--- config.mk ---
export PLATFORM = sky130hd
export DESIGN_NAME = shadow_chain_pattern_gen
export DESIGN_NICKNAME = d
export VERILOG_FILES = /design/src/rtl/shadow_chain_pattern_gen.sv
export SDC_FILE = /design/constraint.sdc
export NUM_CORES = 2
export LEC_CHECK = 0
export ABC_AREA = 1
export CAP_MARGIN = 5
export CORE_ASPECT_RATIO = 0.75
export CORE_UTILIZATION = 27
export CTS_CLUSTER_DIAMETER = 30
export DETAILED_ROUTE_END_ITERATION = 8
export PLACE_DENSITY = 0.43
export SETUP_SLACK_MARGIN = 0.3
export SLEW_MARGIN = 20
export SYNTH_ARGS = -nofsm -noshare
export SYNTH_HDL_FRONTEND = slang
export SYNTH_SLANG_ARGS = --single-unit
--- constraint.sdc ---
create_clock -name sh_clk -period 3.5 [get_ports sh_clk]
set_input_delay 0.875 -clock sh_clk [delete_from_list [all_inputs] [get_ports sh_clk]]
set_output_delay 0.875 -clock sh_clk [all_outputs]
set_load 0.03 [all_outputs]
--- src/rtl/shadow_chain_pattern_gen.sv ---
// Synthetic serial-chain source: NUM_CHAINS independent shifters emitting one of
// four deterministic patterns per dump, with per-chain stall, valid and done.
module shadow_chain_pattern_gen #(
    parameter int          NUM_CHAINS = 32,
    parameter int          CHAIN_LEN  = 64,
    parameter logic [15:0] TAG        = 16'hCDEF,
    parameter logic [31:0] LFSR_POLY  = 32'h80200003
) (
    input  logic                  sh_clk,
    input  logic                  sh_rst,
    input  logic                  start,
    input  logic [1:0]            mode,
    input  logic [31:0]           seed,
    input  logic [NUM_CHAINS-1:0] dump_en,
    output logic [NUM_CHAINS-1:0] ch_out,
    output logic [NUM_CHAINS-1:0] ch_out_vld,
    output logic [NUM_CHAINS-1:0] ch_out_done,
    output logic                  busy,
    output logic [7:0]            dump_seq
);

    typedef enum logic [1:0] {M_COUNT, M_LFSR, M_WALK, M_ALT} mode_e;
    typedef enum logic {ST_IDLE, ST_SHIFT} state_e;

    localparam int            CW   = 11;
    localparam logic [CW-1:0] LAST = CW'(CHAIN_LEN - 1);

    mode_e                  mode_l;
    logic [7:0]             seq_l;
    logic                   start_acc;
    logic [NUM_CHAINS-1:0]  shifting;

    function automatic logic [31:0] lfsr_init(input logic [31:0] sd, input logic [31:0] idx);
        logic [31:0] s;
        s = sd ^ idx;
        return (s == 32'h0) ? 32'h1 : s;
    endfunction

    function automatic logic [31:0] lfsr_step(input logic [31:0] s);
        return {1'b0, s[31:1]} ^ (s[0] ? LFSR_POLY : 32'h0);
    endfunction

    // Done is folded in so busy stays high through the final bit's cycle.
    assign start_acc = start & ~busy;
    assign busy      = (|shifting) | (|ch_out_done);

    always_ff @(posedge sh_clk) begin
        if (sh_rst) begin
            dump_seq <= 8'd0;
        end else if (start_acc) begin
            dump_seq <= dump_seq + 8'd1;
        end
    end

    always_ff @(posedge sh_clk) begin
        if (start_acc) begin
            mode_l <= mode_e'(mode);
            seq_l  <= dump_seq;
        end
    end

    for (genvar i = 0; i < NUM_CHAINS; i++) begin : g_chain
        localparam logic [7:0]    CH_ID    = 8'(i);
        localparam logic [31:0]   CH_MASK  = 32'(i);
        localparam logic [CW-1:0] WALK_POS = CW'(i % CHAIN_LEN);

        state_e        st, st_nxt;
        logic [CW-1:0] cnt, cnt_nxt;
        logic [31:0]   lfsr, lfsr_nxt;
        logic [31:0]   word;
        logic          pat_bit;
        logic          out_q, out_nxt;
        logic          vld_q, vld_nxt;
        logic          done_q, done_nxt;

        assign word = {TAG, CH_ID, seq_l};

        always_comb begin
            case (mode_l)
                M_COUNT: pat_bit = word[cnt[4:0]];
                M_LFSR:  pat_bit = lfsr[0];
                M_WALK:  pat_bit = (cnt == WALK_POS);
                default: pat_bit = ~cnt[0];
            endcase
        end

        always_comb begin
            st_nxt   = st;
            cnt_nxt  = cnt;
            lfsr_nxt = lfsr;
            out_nxt  = out_q;
            vld_nxt  = 1'b0;
            done_nxt = 1'b0;
            case (st)
                ST_IDLE: begin
                    if (start_acc) begin
                        st_nxt   = ST_SHIFT;
                        cnt_nxt  = '0;
                        lfsr_nxt = lfsr_init(seed, CH_MASK);
                    end
                end
                default: begin
                    if (dump_en[i]) begin
                        out_nxt  = pat_bit;
                        vld_nxt  = 1'b1;
                        cnt_nxt  = cnt + 1'b1;
                        lfsr_nxt = lfsr_step(lfsr);
                        if (cnt == LAST) begin
                            done_nxt = 1'b1;
                            st_nxt   = ST_IDLE;
                        end
                    end
                end
            endcase
        end

        always_ff @(posedge sh_clk) begin
            if (sh_rst) begin
                st     <= ST_IDLE;
                out_q  <= 1'b0;
                vld_q  <= 1'b0;
                done_q <= 1'b0;
            end else begin
                st     <= st_nxt;
                out_q  <= out_nxt;
                vld_q  <= vld_nxt;
                done_q <= done_nxt;
            end
        end

        // Counter and LFSR are reloaded on every accepted start.
        always_ff @(posedge sh_clk) begin
            cnt  <= cnt_nxt;
            lfsr <= lfsr_nxt;
        end

        assign ch_out[i]      = out_q;
        assign ch_out_vld[i]  = vld_q;
        assign ch_out_done[i] = done_q;
        assign shifting[i]    = (st == ST_SHIFT);
    end

endmodule

=== Word-level counts from Yosys, hierarchy flattened ===
Index checks and enable logic that the tools add are counted.
Widths: inputs -> output; s select.

* $add $sub $neg: 33
* $lt $le $gt $ge: 32
* Equal/unequal tests: 97
* Muxes and demuxes: 482
* Bitwise logic cells: 162
* Reductions and logical operators: 196

{| class="wikitable"
|+ Operators with widths
! cell !! number
|-
| $mux 32 || 160
|-
| $logic_not 32->1 || 32
|-
| $xor 31x32->32 || 32
|-
| $mux 11 || 65
|-
| $add 11x1->11 const B || 32
|-
| $eq 11x6->1 const B || 32
|-
| $mux 1 || 193
|-
| $lt 5x6->1 const B || 32
|-
| $eq 11x5->1 const B || 16
|-
| $bmux 1 s5 || 32
|-
| $reduce_and 2->1 || 64
|-
| $not 1->1 || 102
|-
| $pmux 1 s3 || 32
|-
| $reduce_or 3->1 || 32
|-
| $eq 11x4->1 const B || 8
|-
| $ne 2x2->1 const B || 32
|-
| $reduce_bool 2->1 || 32
|-
| $reduce_or 2->1 || 32
|-
| $reduce_or 32->1 || 2
|-
| $eq 11x3->1 const B || 4
|-
| $not 3->3 || 10
|-
| $eq 11x2->1 const B || 2
|-
| $not 2->2 || 10
|-
| $not 4->4 || 5
|-
| other kinds (9) || 9
|}

* Register bits: 1,522
* Input bits: 69
* Output and inout port bits: 105
* Logic and storage cells: 1,197

=== Longest topological paths before layout ===
* Word-level depth: 6
* Mapped depth: 15
* Mapped depth without buffers: 14

=== Worst setup path after synthesis ===
No wires, ideal clock.

* Path type: flip-flop to flip-flop
* Start: register g_chain[10].st
* End: register g_chain[10].cnt[0], enable pin
* Library setup time: 0.401 ns
* Arrival: 2.329 ns
* Setup slack: 0.770 ns
* Cell stages (with the launch flop): 11
* Path through: dfxtp_1 > buf_2 > clkinv_4 > nand3_1 > nor3_2 > nand3_1 > nor2_2 > nand3_4 > buf_6 > buf_6 > nand2_1

* Cells in the longest elaborated chain, start to end: 6

{| class="wikitable"
|+ Ends and longest elaborated chain
! item !! RTL line !! RTL
|-
| from (decl) || 67 || <nowiki>state_e st, st_nxt;</nowiki>
|-
| from (signal assigned) || 124 || <nowiki>st <= st_nxt;</nowiki>
|-
| $reduce_or 32->1 || 45 || <nowiki>assign busy = (|shifting) | (|ch_out_done);</nowiki>
|-
| $or 1x1->1 || 45 ||
|-
| $not 1->1 || 44 || <nowiki>assign start_acc = start & ~busy;</nowiki>
|-
| $and 1x1->1 || 44 ||
|-
| $reduce_bool 2->1 (no line) || n/a ||
|-
| $reduce_and 2->1 (no line) (*) || n/a ||
|-
| to (signal assigned) || 133 || <nowiki>cnt <= cnt_nxt;</nowiki>
|-
| to (decl) || 68 || <nowiki>logic [CW-1:0] cnt, cnt_nxt;</nowiki>
|}

Every way passes the cells marked *; elsewhere a longest branch is shown, timed or not.
A chain may end at the register's enable or synchronous reset.

=== Final worst setup path ===
* Start: register g_chain[7].st
* End: output port busy

* Cells in the longest elaborated chain, start to end: 2

{| class="wikitable"
|+ Ends and longest elaborated chain
! item !! RTL line !! RTL
|-
| from (decl) || 67 ||
|-
| from (signal assigned) || 124 ||
|-
| $reduce_or 32->1 || 45 ||
|-
| $or 1x1->1 || 45 ||
|-
| to (decl) || 18 || <nowiki>output logic busy,</nowiki>
|}

Every way passes these cells.

==> impl_metrics.ini <==
[run_status]
status = finished, final reports clean

[clocking]
cts_hold_buf = 0
clock_tree.root_cell = clkbuf_16
htreeDepth = 5
clock_path_buffers = 4
clock_latency_ns = 0.90
cts.sink_count = 1522
cts_made_buffers = 398
tritoncts = built
clk_pin_slew_ns = 0.05

[logic_synthesis]
netlist_instances = 7488
yosys_register_bits = 1522
yosys.cell_types.count = 46
synth_area_per_cell_um2 = 9.653
ys_async_sr_fraction_pct = 0
synth_area_um2 = 72280
synth_nets = 7683
ys.flop_type = edfxtp_1
ys_seq_area_share_pct = 61.35
yosys_warnings = 0
synth_edf_count = 1386

[global_routing]
grt_max_degree = 74
grt_pass1_wl_um = 350700
groute.usage.overall_pct = 17.43
grt_overflow = 0
antenna_found_initial = 21
first_global_vias = 52182

[sta]
hold_viol_final = 0
fmax_mhz = 317.3
setup_viol = 0
slew_headroom_pct = 27.78
rsz0062_at_grt = true
fin_crit_ns = 3.152
setup_ws_ns = 0.3484
worst_pin_slew_ns = 1.072
slew_viol_final = 0
skew_ns = 0.05119
post-route-period-util_pct = 90.05
setup_tns_ns = 0

[worst_hold_path]
hp-class = in2reg

[floorplanning]
core_um2 = 266100
die_w_um = 599.5
io_pins = 174
rows = 164
dieArea_um2 = 269800
die_y_um = 450.1
initial_core_util_pct = 27.16

[route]
ant_nets = 0
wl_per_cell_um = 20.70
wirelength_um = 240000
drc = 0
first_iter_violations = 4970
dr.pass1.iters = 7
vias_per_cell = 4.736
vias = 54909

[setup_path]
required_ns = 2.62
cp_max_fo = 7
critPathArrivalTime_ns = 2.28
crit_path_end_kind = primary output
crit_path_start_kind = flop
critical_path_class = reg2out

[final_layout]
mostFrequentLayoutCells = 1,688 x nand2_1, 1,386 x edfxtp_1, 1,279 x o21ai_0
areaGrowthSynthToFinish_pct = 26.42
final_cells = 11593
drive_gt1_share_pct = 12.11
final_common_cell = nand2_1
utilization_pct = 34.33
fin_nets = 7873

[run]
drv_cap = 0

[power_and_ir_drop]
irDropWorstVdd_mv = 0.4159
p_per_area_nw_per_um2 = 984.9
total_power_mw = 89.99
leakagePower_nw = 32.39

[placement]
place_ws_ns = 0.2842
dp_hpwl_um = 146400
port_buffers = 173
numPlacedInstances = 10842
gp_congestion = 0.8469
power breakdown:
| part | internal [mW] | switching, mW | total, mW |
|---|---|---|---|
| Combinational | 5.25 | 12.5 | 17.7 |
| Sequential | 30.5 | 5.43 | 35.9 |
| Clock | 25.1 | 11.3 | 36.4 |
critical path, cell delays in order (launching register included):
cell and delay, ns:
dfxtp_2 0.32, inv_2 0.15, nand4_1 0.12, nor3_1 0.20, nand3_2 0.19, nor2_4 0.19
nand2_4 0.09, buf_6 0.14
area by class of cell:
type | count | area [µm²]
sequential | 1522 | 44390
timing repair buffer | 328 | 3451
inverter | 565 | 2156
antenna | 6 | 15.01
clock buffer | 484 | 10550
clock inverter | 256 | 2868
tap | 3569 | 4466
multi-input combinational | 4863 | 23490
fill | 26830 | 174800
sequential cells by signal, summed over array words and instances (netlist names):
register and cells:
g_chain.st 32, g_chain.lfsr 1024, seq_l 8, mode_l 2
g_chain.done_q 32, g_chain.vld_q 32, g_chain.out_q 32, dump_seq 8
g_chain.cnt 352
final timing paths:
path	endpoint	cells after the start	slack, ns	startpoint
hold / removal	dump_seq[0]	2	0.45	sh_rst
hold reg to reg	g_chain[2].out_q	2	0.46	g_chain[2].out_q
setup reg to reg	g_chain[2].lfsr[28]	10	0.88	g_chain[7].st
setup / recovery	busy	7	0.35	g_chain[7].st
cells in the mapped netlist, types with 3 or more instances:
cell	n	area share, %
nor3_1	149	1.0
nor2_1	542	2.8
o21ai_0	1279	8.9
o221ai_1	4	0.048
xnor2_1	16	0.19
nor4_2	3	0.052
buf_2	54	0.37
a31oi_1	55	0.48
o21ai_1	10	0.069
nor3_2	11	0.15
ha_1	126	2.2
nand3_1	295	2.0
nand2_1	1712	8.9
nand2_2	10	0.087
o21a_1	8	0.083
and3_1	7	0.061
o211ai_1	37	0.38
or2_2	60	0.52
a41oi_1	4	0.048
a211oi_1	3	0.031
nor4_1	25	0.22
nor3b_1	10	0.10
o21bai_1	5	0.052
clkinv_2	6	0.042
dfxtp_1	136	3.8
nor2_2	3	0.026
buf_6	4	0.062
inv_2	20	0.10
edfxtp_1	1386	58
clkinv_1	5	0.026
buf_4	98	1.0
xor2_1	50	0.61
nand4_1	77	0.67
buf_1	13	0.068
clkbuf_1	367	1.9
a21oi_1	352	2.4
inv_1	533	2.8
per-layer routing:
| layer | GRT usage [%] | routed length [µm] | vias up |
|---|---|---|---|
| met5 | 0 | 37 | - |
| met4 | 6.692 | 8916 | 6 |
| met3 | 3.441 | 15730 | 466 |
| met2 | 26.13 | 103000 | 1701 |
| met1 | 24.64 | 112300 | 26433 |
| li1 | - | - | 26303 |
stage by stage:
stage / area, µm² / hold WS (ns)
after floorplan: 72280 / 0.4452
after global placement: 77780 / 0.4580
after detailed placement: 77780 / 0.4582
after CTS: 91350 / 0.3741
after global routing: 91370 / 0.4124
final: 91380 / 0.4533
cell families (layout without fill, tap and decap cells):
logic type	after synthesis	count (layout)	share of synthesized area [%]
flip-flops	1522	1522	61.35
other	0	6	0
XOR/XNOR	66	66	0.7997
adder cells (fa/ha/maj)	126	126	2.181
AO/OA/AOI/OAI	1760	1760	12.52
buffers and inverters	1103	1633	6.393
AND/OR/NAND/NOR	2911	2911	16.76
repair_timing:
item | 4_1_cts | 5_1_grt
hold endpoints to repair | 0 | 0
resized for setup | 26 | 4
pin swaps | 8 | 4
setup endpoints to repair | 2 | 1
setup buffers | 5 | 0
Power figures use the tool's default switching activity.
